`src/rtl/xnor2_serial_cmp_ctrl_if.sv`:
```
// rtl/xnor2_serial_cmp_ctrl_if.sv - operand/result and xnor2 cell bundle for the serial compare sequencer
interface xnor2_serial_cmp_ctrl_if #(
    parameter int WIDTH = 8
);
    localparam int IDXW = $clog2(WIDTH);

    logic             start;
    logic [WIDTH-1:0] opa;
    logic [WIDTH-1:0] opb;
    logic             xa1;
    logic             xa2;
    logic             xzn;
    logic             busy;
    logic             done;
    logic             eq;
    logic [IDXW-1:0]  mismatch_idx;

    modport master (
        output start, opa, opb, xzn,
        input  xa1, xa2, busy, done, eq, mismatch_idx
    );

    modport slave (
        input  start, opa, opb, xzn,
        output xa1, xa2, busy, done, eq, mismatch_idx
    );
endinterface

```
`src/rtl/xnor2_serial_cmp_ctrl.sv`:
```
// rtl/xnor2_serial_cmp_ctrl.sv - bit-serial equality compare driving one shared external xnor2 cell
module xnor2_serial_cmp_ctrl #(
    parameter int WIDTH = 8
) (
    input  logic                   clk,
    input  logic                   rn,
    xnor2_serial_cmp_ctrl_if.slave bus
);
    localparam int IDXW = $clog2(WIDTH);

    typedef enum logic [1:0] {S_IDLE, S_RUN, S_DONE} state_t;

    state_t           state;
    state_t           state_nxt;
    logic [WIDTH-1:0] rega;
    logic [WIDTH-1:0] regb;
    logic [IDXW-1:0]  cnt;
    logic [IDXW-1:0]  idx_acc;
    logic             eq_acc;
    logic             xa1_r;
    logic             xa2_r;
    logic             eq_r;
    logic [IDXW-1:0]  idx_r;
    logic             accept;
    logic             last;
    logic             eq_nxt;
    logic [IDXW-1:0]  idx_nxt;

    always_ff @(posedge clk or negedge rn) begin
        if (!rn) begin
            state <= S_IDLE;
        end else begin
            state <= state_nxt;
        end
    end

    always_comb begin
        state_nxt = state;
        accept    = 1'b0;
        last      = 1'b0;
        case (state)
            S_IDLE: begin
                if (bus.start) begin
                    accept    = 1'b1;
                    state_nxt = S_RUN;
                end
            end
            S_RUN: begin
                last = (cnt == IDXW'(WIDTH - 1));
                if (last) begin
                    state_nxt = S_DONE;
                end
            end
            S_DONE: begin
                if (bus.start) begin
                    accept    = 1'b1;
                    state_nxt = S_RUN;
                end else begin
                    state_nxt = S_IDLE;
                end
            end
            default: state_nxt = S_IDLE;
        endcase
    end

    // Only the first mismatch records its index; eq_acc falling blocks later ones.
    assign eq_nxt  = eq_acc & bus.xzn;
    assign idx_nxt = (eq_acc && !bus.xzn) ? cnt : idx_acc;

    // A1/A2 come straight from flops: bit 0 is loaded on acceptance, the rest
    // shift out of rega/regb, and the cell is parked at 0/0 after the last bit.
    always_ff @(posedge clk or negedge rn) begin
        if (!rn) begin
            rega    <= '0;
            regb    <= '0;
            cnt     <= '0;
            idx_acc <= '0;
            eq_acc  <= 1'b0;
            xa1_r   <= 1'b0;
            xa2_r   <= 1'b0;
            eq_r    <= 1'b0;
            idx_r   <= '0;
        end else if (accept) begin
            rega    <= bus.opa >> 1;
            regb    <= bus.opb >> 1;
            xa1_r   <= bus.opa[0];
            xa2_r   <= bus.opb[0];
            cnt     <= '0;
            idx_acc <= '0;
            eq_acc  <= 1'b1;
        end else if (state == S_RUN) begin
            rega    <= rega >> 1;
            regb    <= regb >> 1;
            cnt     <= cnt + IDXW'(1);
            eq_acc  <= eq_nxt;
            idx_acc <= idx_nxt;
            if (last) begin
                xa1_r <= 1'b0;
                xa2_r <= 1'b0;
                eq_r  <= eq_nxt;
                idx_r <= eq_nxt ? '0 : idx_nxt;
            end else begin
                xa1_r <= rega[0];
                xa2_r <= regb[0];
            end
        end
    end

    assign bus.xa1          = xa1_r;
    assign bus.xa2          = xa2_r;
    assign bus.busy         = (state == S_RUN);
    assign bus.done         = (state == S_DONE);
    assign bus.eq           = eq_r;
    assign bus.mismatch_idx = idx_r;
endmodule

```
`src/flat_wrapper.sv`:
```
// flat-port wrapper written by rule: the top's interface ports become plain ports
module xnor2_serial_cmp_ctrl_flat 
#(
    parameter int WIDTH = 8
)
  (clk, rn, bus_start, bus_opa, bus_opb, bus_xzn, bus_xa1, bus_xa2, bus_busy, bus_done, bus_eq, bus_mismatch_idx);
  xnor2_serial_cmp_ctrl_if #(.WIDTH(WIDTH)) bus_i ();
  input  logic clk;
  input  logic rn;
  input wire logic [$bits(bus_i.start)-1:0] bus_start;
  input wire logic [$bits(bus_i.opa)-1:0] bus_opa;
  input wire logic [$bits(bus_i.opb)-1:0] bus_opb;
  input wire logic [$bits(bus_i.xzn)-1:0] bus_xzn;
  output wire logic [$bits(bus_i.xa1)-1:0] bus_xa1;
  output wire logic [$bits(bus_i.xa2)-1:0] bus_xa2;
  output wire logic [$bits(bus_i.busy)-1:0] bus_busy;
  output wire logic [$bits(bus_i.done)-1:0] bus_done;
  output wire logic [$bits(bus_i.eq)-1:0] bus_eq;
  output wire logic [$bits(bus_i.mismatch_idx)-1:0] bus_mismatch_idx;
  assign bus_i.start = bus_start;
  assign bus_i.opa = bus_opa;
  assign bus_i.opb = bus_opb;
  assign bus_i.xzn = bus_xzn;
  assign bus_xa1 = bus_i.xa1;
  assign bus_xa2 = bus_i.xa2;
  assign bus_busy = bus_i.busy;
  assign bus_done = bus_i.done;
  assign bus_eq = bus_i.eq;
  assign bus_mismatch_idx = bus_i.mismatch_idx;
  xnor2_serial_cmp_ctrl #(.WIDTH(WIDTH)) u_core (.clk(clk), .rn(rn), .bus(bus_i));
endmodule
```
`config.mk`:
```
export PLATFORM = sky130hd
export DESIGN_NAME = xnor2_serial_cmp_ctrl_flat
export DESIGN_NICKNAME = d
export VERILOG_FILES = /design/src/rtl/xnor2_serial_cmp_ctrl_if.sv /design/src/rtl/xnor2_serial_cmp_ctrl.sv /design/src/flat_wrapper.sv
export SDC_FILE = /design/constraint.sdc
export NUM_CORES = 1
export LEC_CHECK = 0
export ABC_CLOCK_PERIOD_IN_PS = 4500
export BUFFER_PORTS_ARGS = -buffer_cell sky130_fd_sc_hd__buf_2
export CAP_MARGIN = 20
export CORE_MARGIN = 2
export CORE_UTILIZATION = 56
export DETAILED_ROUTE_END_ITERATION = 8
export PLACE_DENSITY = 0.82
export SYNTH_ARGS = -nofsm -noshare
export SYNTH_HDL_FRONTEND = slang
export SYNTH_SLANG_ARGS = --single-unit
```
`constraint.sdc`:
```
create_clock -name clk -period 4.5 [get_ports clk]
set_clock_uncertainty 0.1 [all_clocks]
set_input_delay 0.9 -clock clk [delete_from_list [all_inputs] [get_ports clk]]
set_output_delay 0.9 -clock clk [all_outputs]
set_load 0.02 [all_outputs]
```
==> flow_summary.ini, run 1 <==
[yosys]
synth_top_flop_cell = dfrtp_1
ys_seq_area_share_pct = 56.2
syn_nets = 144
yosysWarnings = 0
postSynthCellCount = 122
synthArstFlopShare_pct = 100
yosysUniqueCellTypes = 27
yosys_register_bits = 29
syn_area_sq_um = 1290
avgSynthCellArea_sq_um = 10.6
synth_edf_count = 0

[cells_and_area]
diodes = 0
mostFrequentLayoutCells = 29 x dfrtp_1, 27 x buf_2, 25 x nand2_1
drive_gt1_share_pct = 24.0
nets = 171
area_growth_pct = 12.6
final_common_cell = dfrtp_1

[sta]
worstMarginPinSlew_ns = 0.883
final-setup-viol-count = 0
hold_viol = 0
finalSetupTns_ns = 0
rsz0062_at_grt = no
period_share_pct = 60.5
clock.fmax_mhz = 368
maxSlewHeadroom_pct = 41.0
hold_ws_ns = 0.384
slew_viol_final = 0
min_period_ns = 2.72

[placed_design]
gp_congestion = 0.769
dp_hpwl_mm = 1.75
numPortBuffers = 27

[worst_setup_path]
cp_num_buf_inv = 2
critPathTopFamily = buffers and inverters
arrival_ns = 1.72
cpMaxStageDelayCell = nand2b_1
max_stage_delay_ns = 0.49
worstSetupStartpointType = flop
cp-end-kind = primary output
crit_type = flop to primary output
cp.required_ns = 3.50
path_cells = nand2b_1 -> inv_8 -> buf_2
cp_max_fo = 22

[floorplan]
rows = 17
die_area_sq_um = 2710
die_w_um = 52.0
initial_core_util_pct = 58.9
core_sq_um = 2190
fp.dieH_um = 52.0
io-pin-count = 28

[clock_network]
clockBufferDepth = 2
post_cts_resized = 0
htreeDepth = 2
cts_sinks = 29
cts_made_buffers = 5
path_clk_slew_ns = 0.09
root_buffer = clkbuf_4
ctsHoldBuffers = 0
clock_latency_ns = 0.33
cts_setup_buffers = 0
cts_tree = built

[drt]
drt-initial-drc-count = 20
dr.pass1.iters = 5
ant_nets = 0
drc = 0
vias_per_cell = 5.56
vias = 989
wl_per_cell_um = 14.1
routed_wl_mm = 2.51

[flow_run]
cap_violations = 0

[pwr]
ir_worst_vdd_mv = 0.459
cellLeakagePower_nw = 0.715
p_per_area_nw_per_um2 = 708

[run_status]
status = complete, no violations

[global_routing]
grt_pass1_wl_mm = 4.04
antenna_found_initial = 0
grt_max_degree = 30
grt_pass1_vias = 919
grt_use_total_pct = 21.8
grt.overflow.total = 0

[hold_path]
hold_path_class = flop to flop
cell families (layout without fill, tap and decap cells):
logic type      Yosys count  in the layout  share of synthesized area [%]
buf+inv                  10             38                           5.81
flops                    29             29                           56.2
simple gates             49             49                           17.4
fa+ha+maj                 2              2                           1.94
compound gates           31             31                           17.5
mux                       1              1                           1.07
report_power, final:
part	leakage, nW	internal [mW]	switching (mW)	total (mW)
logic	0.326	0.169	0.254	0.423
clock network	0.0265	0.0621	0.0855	0.148
registers	0.362	0.380	0.0780	0.458
worst min-delay path, delay by kind of cell (launching register included):
kind	cells	cell delay, ns
AO/OA/AOI/OAI	1	0.06
flip-flops	1	0.35
AND/OR/NAND/NOR	1	0.05
stage by stage:
stage	area, sq um	instances	worst slack [ns]	power (mW)	util (%)
2_1_floorplan	1290	122	2.67	0.805	-
3_3_place_gp	1410	170	2.14	0.867	64.1
3_5_place_dp	1410	170	2.11	0.888	64.1
4_1_cts	1450	178	1.78	1.04	66.4
5_1_grt	1450	178	1.69	1.11	66.4
6_report	1450	178	1.78	1.03	66.4
routing by layer:
layer	GRT usage, %	vias up	part of all wire, %
li1	-	489	-
met1	27.3	461	46
met2	32.3	32	45
met3	6.03	7	5.9
met4	15.4	0	2.8
met5	0	-	0
sequential cells by signal, summed over array words and instances, names as in the netlist:
name                     count
u_core.rega                  7
u_core.bus.xa1               1
u_core.eq_acc                1
u_core.bus.mismatch_idx      3
u_core.bus.xa2               1
u_core.state                 2
u_core.cnt                   3
u_core.bus.eq                1
u_core.idx_acc               3
u_core.regb                  7
synthesized netlist by cell type (3+ instances only):
cell     number  area [sq um]
dfrtp_1      29           726
nand2_1      25          93.8
nor2_1       10          37.5
a31oi_1       8          50.1
nand3_1       5          25.0
o21ai_0       5          25.0
a22o_1        4          35.0
a22oi_1       4          30.0
a32o_1        3          30.0
buf_2         3          15.0
buf_6         3          33.8
worst paths after layout:
path | from | to | slack (ns) | depth (start not counted)
worst min-delay path | u_core.bus.eq | u_core.bus.eq | 0.38 | 2
worst max-delay path | u_core.state[1] | bus_busy | 1.78 | 3
worst max register to register | u_core.state[0] | u_core.idx_acc[0] | 2.66 | 4
max in group asynchronous | rn | u_core.idx_acc[2] | 3.42 | 1
min in group asynchronous | rn | u_core.bus.eq | 0.48 | 1
worst min register to register | u_core.bus.eq | u_core.bus.eq | 0.38 | 2
final cells by class:
cell class                      count  area [sq um]
Sequential cell                    29           726
Fill cell                         175           737
Multi-Input combinational cell     83           490
Tap cell                           28          35.0
Inverter                            3          18.8
Timing Repair Buffer               27           135
Clock buffer                        8          48.8
Power figures use the tool's default switching activity.
==> run 2: changes to the inputs <==
Settings changed: ABC_CLOCK_PERIOD_IN_PS 4500 to 2800, CORE_UTILIZATION 56 to 52, PLACE_DENSITY 0.82 to 0.77.
Clock period 4.5 ns to 2.8 ns, I/O delays scaled along.
==> run 2 against run 1 <==
  * Clock-buffer cell count fell by 1
  * Global-route usage fell by 1.3 points
  * Worst setup slack got worse by 0.94 ns
  * Clock power rose by 69%
  * Sequential share of layout area fell by 0.80 points
  * Critical path depth did not move
  * Via count rose by 2.5%
  * Highest routed layer unchanged
  * Non-clock buffer count rose by 2
  * Power rose by 64%
  * Die area rose by 7.1%
  * Sequential power rose by 60%
==> flow_summary.ini, run 2 (synthesis gave the netlist of run 1 again) <==
[run_status]
status = complete, no violations

[cells_and_area]
n_fill_cell = 229
final_common_cell = dfrtp_1
multiInputGateArea_sq_um = 490
nets = 173
diodes = 0
drive_gt1_share_pct = 25.8
largest_registers = u_core.rega (7), u_core.regb (7)
layout.cells.non_filler = 181
area_growth_pct = 14.4
regArea_sq_um = 726
mostFrequentLayoutCells = 29 x dfrtp_1, 27 x buf_2, 25 x nand2_1

[clock_network]
clock_latency_ns = 0.32
post_cts_resized = 0
ctsHoldBuffers = 0
clockBufferDepth = 2
cts_setup_buffers = 0
root_buffer = clkbuf_4
htreeDepth = 2
cts_made_buffers = 5
path_clk_slew_ns = 0.09
cts_sinks = 29
cts_tree = built

[pwr]
power_frac_seq_pct = 43.4
p_sw_mw = 0.668
ir_worst_vdd_mv = 0.783
p_clk_share_pct = 14.8
comb_power_share_pct = 41.7
power_mw = 1.68
cellLeakagePower_nw = 0.730
internal_power_mw = 1.02
p_per_area_nw_per_um2 = 1140
switching_share_pct = 39.7

[sta]
worstMarginPinSlew_ns = 0.780
final-setup-viol-count = 0
hold_ws_ns = 0.151
slew_viol_final = 0
min_period_ns = 1.96
finalSetupTns_ns = 0
clock.fmax_mhz = 510
hold_viol = 0
period_share_pct = 70.1
maxSlewHeadroom_pct = 48.0
setup_slack_ns = 0.838
rsz0062_at_grt = no

[global_routing]
grt_pass1_vias = 904
grt_max_degree = 30
grt_pass1_wl_mm = 4.04
grt.overflow.total = 0
grt_use_total_pct = 20.4
antenna_found_initial = 0

[drt]
dr.pass1.iters = 4
routed_wl_mm = 2.54
drt-initial-drc-count = 22
ant_nets = 0
vias_per_cell = 5.60
drc = 0
wl_per_cell_um = 14.0
vias = 1014

[floorplan]
fp.dieH_um = 53.8
io-pin-count = 28
rows = 18
die_area_sq_um = 2900
initial_core_util_pct = 53.6
core_sq_um = 2410
die_w_um = 53.8

[worst_setup_path]
cp_max_fo = 22
crit_type = flop to primary output
worstSetupStartpointType = flop
arrival_ns = 1.30
cp.required_ns = 2.14
cp-end-kind = primary output

[placed_design]
gp_congestion = 0.752
dp_hpwl_mm = 1.73
numPortBuffers = 27
dp_slack_ns = 1.09
dp_cells = 174

[flow_run]
cap_violations = 0

[hold_path]
hold_path_class = primary input to asynchronous set/reset pin
## run 2: cell types whose count changed in the layout (fill, tap and decap cells not counted)
cell and change:
buf_4 +2, clkbuf_8 +1, clkbuf_1 -2
## run 2: cell type report
type	instances	share of cell area [%]
flip-flops and latches	29	49.1
repair buffers	29	10.2
multi-input cells	83	33.2
inverters	3	1.27
well taps	30	2.54
clock buffers	7	3.73
## run 2: path summary, 6_finish.rpt
path | start | end | slack (ns) | cells after the start
worst max-delay path | u_core.state[1] | bus_busy | 0.84 | 3
worst min-delay path | rn | u_core.rega[0] | 0.15 | 1
worst max register to register | u_core.cnt[1] | u_core.bus.mismatch_idx[1] | 1.14 | 5
worst min register to register | u_core.bus.eq | u_core.bus.eq | 0.39 | 2
max in group asynchronous | rn | u_core.rega[3] | 2.04 | 1
min in group clk | bus_opb[4] | u_core.regb[3] | 0.35 | 3
## run 2: worst max-delay path, cell delays in order (launching register included)
cell	delay [ns]
dfrtp_1	0.38
nand2b_1	0.23
inv_8	0.18
buf_2	0.19
## run 2: layer usage
layer | global-route usage, % | wire (um) | up-vias
met4 | 7.69 | 28 | 0
met2 | 29.7 | 1180 | 33
met3 | 9.17 | 160 | 5
li1 | - | - | 491
met5 | 0 | 0 | -
met1 | 26.7 | 1170 | 485
## run 2: through the flow
stage | utilization (%) | instance area (sq um)
2_1_floorplan | - | 1290
3_3_place_gp | 59.0 | 1420
6_report | 61.3 | 1480
3_5_place_dp | 59.0 | 1420
5_1_grt | 61.3 | 1480
4_1_cts | 61.3 | 1480
## run 2: power by group through the flow
stage                     Clock, mW  Combinational (mW)  Sequential, mW
after global placement            0               0.680           0.730
after floorplan                   0               0.535           0.759
final                         0.250               0.703           0.732
after global routing          0.279               0.791           0.751
after CTS                     0.258               0.712           0.730
after detailed placement          0               0.709           0.737
